**config.mk**
```make
export PLATFORM = sky130hd
export DESIGN_NAME = adc_sar_ctrl
export DESIGN_NICKNAME = d
export VERILOG_FILES = /design/src/rtl/adc_sar_ctrl.sv
export SDC_FILE = /design/constraint.sdc
export NUM_CORES = 1
export LEC_CHECK = 0
export CAP_MARGIN = 0
export CORE_ASPECT_RATIO = 1.2
export CORE_MARGIN = 3
export CORE_UTILIZATION = 55
export DETAILED_ROUTE_END_ITERATION = 7
export GPL_TIMING_DRIVEN = 1
export PLACE_DENSITY = 0.84
export SETUP_SLACK_MARGIN = 0.05
export SLEW_MARGIN = 0
export SYNTH_ARGS = -nofsm -noshare
export SYNTH_HDL_FRONTEND = slang
export SYNTH_SLANG_ARGS = --single-unit
```
**constraint.sdc**
```tcl
create_clock -name mclk -period 3.3 [get_ports mclk]
set_input_delay 0.33 -clock mclk [delete_from_list [all_inputs] [get_ports mclk]]
set_output_delay 0.33 -clock mclk [all_outputs]
set_load 0.01 [all_outputs]
```
**src/rtl/adc_sar_ctrl.sv**
```systemverilog
// Successive-approximation ADC controller: 8-bit binary search against an external
// comparator, with single-channel or 4-channel scan sequencing.
module adc_sar_ctrl #(
   parameter int unsigned SETTLE = 2
) (
   input  logic       mclk,
   input  logic       reset,
   input  logic       start,
   input  logic       scan_en,
   input  logic [1:0] chan_sel,
   input  logic       cmp_in,
   output logic [7:0] dac_code,
   output logic [1:0] chan_mux,
   output logic       busy,
   output logic       done,
   output logic [7:0] DOut0,
   output logic [7:0] DOut1,
   output logic [7:0] DOut2,
   output logic [7:0] DOut3
);

   localparam logic [1:0] StIdle  = 2'd0;
   localparam logic [1:0] StSetup = 2'd1;
   localparam logic [1:0] StTrial = 2'd2;
   localparam logic [1:0] StStore = 2'd3;

   localparam logic [3:0] SettleLast = 4'(SETTLE);

   logic [1:0] state_q, state_d;
   logic       scan_q, scan_d;
   logic [1:0] chan_q, chan_d;
   logic [2:0] bit_q, bit_d;
   logic [3:0] cnt_q, cnt_d;
   logic [7:0] code_q, code_d;
   logic       busy_q, busy_d;
   logic       done_q, done_d;
   logic [7:0] dout_q [4];
   logic [7:0] dout_d [4];

   always_comb begin
      state_d = state_q;
      scan_d  = scan_q;
      chan_d  = chan_q;
      bit_d   = bit_q;
      cnt_d   = cnt_q;
      code_d  = code_q;
      busy_d  = busy_q;
      done_d  = 1'b0;
      dout_d  = dout_q;
      case (state_q)
         StIdle: begin
            if (start) begin
               scan_d  = scan_en;
               chan_d  = scan_en ? 2'd0 : chan_sel;
               state_d = StSetup;
               busy_d  = 1'b1;
               code_d  = 8'h00;
               bit_d   = 3'd7;
               cnt_d   = 4'd0;
            end
         end
         StSetup: begin
            state_d = StTrial;
            code_d  = 8'h80;
            cnt_d   = 4'd0;
         end
         StTrial: begin
            // cmp_in only matters on the last edge of each bit period
            if (cnt_q == SettleLast) begin
               cnt_d = 4'd0;
               if (!cmp_in) begin
                  code_d[bit_q] = 1'b0;
               end
               if (bit_q == 3'd0) begin
                  state_d = StStore;
               end else begin
                  bit_d                 = bit_q - 3'd1;
                  code_d[bit_q - 3'd1]  = 1'b1;
               end
            end else begin
               cnt_d = cnt_q + 4'd1;
            end
         end
         StStore: begin
            dout_d[chan_q] = code_q;
            if (scan_q && (chan_q != 2'd3)) begin
               chan_d  = chan_q + 2'd1;
               state_d = StSetup;
               code_d  = 8'h00;
               bit_d   = 3'd7;
            end else begin
               state_d = StIdle;
               busy_d  = 1'b0;
               done_d  = 1'b1;
            end
         end
         default: state_d = StIdle;
      endcase
   end

   always_ff @(posedge mclk or posedge reset) begin
      if (reset) begin
         state_q <= StIdle;
         scan_q  <= 1'b0;
         chan_q  <= 2'd0;
         bit_q   <= 3'd0;
         cnt_q   <= 4'd0;
         code_q  <= 8'h00;
         busy_q  <= 1'b0;
         done_q  <= 1'b0;
         dout_q  <= '{default: 8'h00};
      end else begin
         state_q <= state_d;
         scan_q  <= scan_d;
         chan_q  <= chan_d;
         bit_q   <= bit_d;
         cnt_q   <= cnt_d;
         code_q  <= code_d;
         busy_q  <= busy_d;
         done_q  <= done_d;
         dout_q  <= dout_d;
      end
   end

   assign dac_code = code_q;
   assign chan_mux = chan_q;
   assign busy     = busy_q;
   assign done     = done_q;
   assign DOut0    = dout_q[0];
   assign DOut1    = dout_q[1];
   assign DOut2    = dout_q[2];
   assign DOut3    = dout_q[3];

endmodule

```
==> results.cfg <==
[logic_synthesis]
syn-num-nets = 247
syn-cell-area_um2 = 2640
ys_types = 47
synth.area.top_cells = dfrtp_1, mux2_2, ha_1
avgSynthCellArea_um2 = 11.7
yosys_warnings = 0
synth_top_area_cell = dfrtp_1
synthCells = 226
ys_seq_area_share_pct = 51.2
synthDominantCellAreaShare_pct = 51.2
ys_seq_elements = 54

[power_and_ir_drop]
clkPwrFrac_pct = 16.7
power.switching_mw = 0.999
power_density_nw_per_um2 = 793
ir_worst_vdd_uv = 604
power_frac_comb_pct = 46.8
intPower_mw = 1.61
seq_power_share_pct = 36.4
p_leak_nw = 1.54
p_sw_share_pct = 38.3

[detailed_routing]
drt_wl_total_mm = 5.36
drc = 0
drt-initial-drc-count = 113
final_antenna_net_count = 0
viasPerCell = 5.66
routed-via-count = 1908
firstDrtPassIters = 4
wl_per_cell_um = 15.9

[placed_design]
dp.cells = 329
place_congestion = 0.917
portBuffers = 50
dp_hpwl_mm = 4.06
detailedPlace.worstSlack_ns = 1.36

[clocking]
cts_root_buf = clkbuf_8
postCtsSetupRepairBufs = 0
clockBufferDepth = 2
insertion_delay_ns = 0.31
cts.sinks = 54
cts_made_buffers = 5
cts-resized-gates = 0
cts_tree = built
path_clk_slew_ns = 0.10
cts_hold_buf = 0
cts_htree_levels = 2

[final_layout]
register_area_um2 = 1350
areaGrowthSynthToFinish_pct = 24.7
drive_gt1_share_pct = 19.6
layoutNonFillerInstCount = 337
layout.nets = 301
fin_util_pct = 74.3
fill_cells = 324
insertedDiodeCount = 0
multi_input_area_um2 = 1190

[die]
core_um2 = 4420
io_pins = 51
placementRows = 26
die_x_um = 69.2
initial_core_util_pct = 59.6
floorplan.die.height_um = 81.9
dieArea_um2 = 5670

[timing]
rsz0062_at_grt = false
worst_pin_slew_ns = 0.549
max_freq_ghz = 0.498
layout_setup_ws_ns = 1.29
finalHoldViolCount = 0
timing.hold.ws_ns = 0.356
finalCritPeriodShare_pct = 60.9
fin_crit_ns = 2.01
setup_viol = 0
tns_ns = 0
max-slew-margin-rel_pct = 63.4
fin_skew_ns = 0.00992
drv_slew = 0

[critical_path]
r2r-end = dac_code[6]
rrSetupSlack_ns = 1.29
reg2reg_from = state_q[0]
critPathCapture = dac_code[6]
cp-startpoint = state_q[0]
rr_worst_depth = 6
worstPathArrival_ns = 2.24
endpoint_kind = flop
startpoint_type = flop
crit_fanout = 12
crit_required_ns = 3.53
crit_type = flop to flop

[global_routing]
grt_pass1_wl_mm = 8.91
grt_max_degree = 24
grt_overflow_total = 0
antenna_found_initial = 0
grt_usage_pct = 19.8
grt_pass1_vias = 1919

[worst_hold_path]
hold_class = input pin to async pin

[status]
status = finished, final reports clean

[job]
drv_cap = 0
==> state kept, by name, summed over array words and instances, names as in the netlist, 2 cells and up <==
| signal | flops |
|---|---|
| DOut0 | 8 |
| DOut1 | 8 |
| DOut2 | 8 |
| DOut3 | 8 |
| bit_q | 3 |
| chan_mux | 2 |
| cnt_q | 4 |
| dac_code | 8 |
| state_q | 2 |
==> metrics by stage <==
stage | power [mW] | area [um2]
global route | 2.79 | 3290
CTS | 2.63 | 3290
detailed placement | 2.18 | 3180
global placement | 2.14 | 3180
floorplan | 1.79 | 2640
finish | 2.61 | 3290
==> cells in the final DEF, fill, tap and decap left out, drive strengths merged, types with 2 or more instances in the layout <==
cell type      netlist  layout
dfrtp               54      54
clkdlybuf4s50        0      50
mux2                30      30
nand2               23      23
o21ai               19      19
inv                 15      15
ha                  14      14
nor2                11      11
a21oi               10      10
clkbuf               2       6
nand3                4       4
nor2b                4       4
a31oi                3       3
nand2b               3       3
mux2i                3       3
nand4                2       2
nor3                 2       2
o31ai                2       2
buf                  3       2
and2b                2       2
a22o                 2       2
==> synthesized netlist by cell type, drive strengths merged <==
cell type / n
nand4: 2
nor2: 11
or2: 1
or3: 1
mux2i: 3
a311oi: 1
o2111ai: 1
nand2: 23
nand2b: 3
nor3: 2
buf: 3
mux2: 30
o31ai: 2
clkbuf: 2
a31o: 1
ha: 14
a2bb2oi: 1
a22oi: 1
a21oi: 10
a31oi: 3
o21ai: 19
and3: 1
nor3b: 1
o41ai: 1
nand3: 4
or2b: 1
o211ai: 1
o311ai: 1
o221ai: 1
o32ai: 1
dfrtp: 54
a22o: 2
a211o: 1
nor2b: 4
o221a: 1
o211a: 1
inv: 15
and2b: 2
==> area by class of cell <==
class	instances	share of cell area, %
sequential	54	41.1
multi-input combinational	152	36.1
timing repair buffer	52	15.7
clock buffer	6	2.21
tap	56	2.13
inverter	15	1.71
clock inverter	2	1.14
==> worst min path at each step <==
| stage | end | slack (ns) | cells past startpoint |
|---|---|---|---|
| 2_1_floorplan | scan_q | 0.47 | 1 |
| 3_3_place_gp | DOut1[5] | 0.46 | 2 |
| 3_5_place_dp | scan_q | 0.49 | 1 |
| 4_1_cts | scan_q | 0.37 | 2 |
| 5_1_grt | chan_mux[0] | 0.41 | 2 |
| 6_report | scan_q | 0.36 | 2 |
==> cells by family after synthesis <==
kind of cell    Yosys count  share of synthesized area [%]
compound gates           49                           13.0
fa+ha+maj                14                           6.64
buf+inv                  20                           3.84
flops                    54                           51.2
mux                      33                           14.4
simple gates             56                           10.9
==> metal layers <==
metal / share of wire (%) / track usage, % / vias up
li1: - / - / 910
met1: 42 / 22.5 / 932
met2: 53 / 37.3 / 57
met3: 3.6 / 3.06 / 9
met4: 1.6 / 8.20 / 0
met5: 0 / 0 / -
==> worst max-delay path, stage by stage, from the launching register on <==
cell      delay [ns]
dfrtp_1         0.42
inv_1           0.15
ha_1            0.44
inv_2           0.13
o221ai_2        0.49
o21ai_0         0.20
o21ai_1         0.11
==> power by group through the flow <==
| stage | Combinational (mW) | Clock, mW | Sequential, mW |
|---|---|---|---|
| after detailed placement | 1.22 | 0 | 0.966 |
| after floorplan | 0.812 | 0 | 0.979 |
| final | 1.22 | 0.436 | 0.951 |
| after CTS | 1.23 | 0.448 | 0.953 |
| after global routing | 1.34 | 0.472 | 0.973 |
| after global placement | 1.18 | 0 | 0.957 |
(Power assumes the default switching activity.)
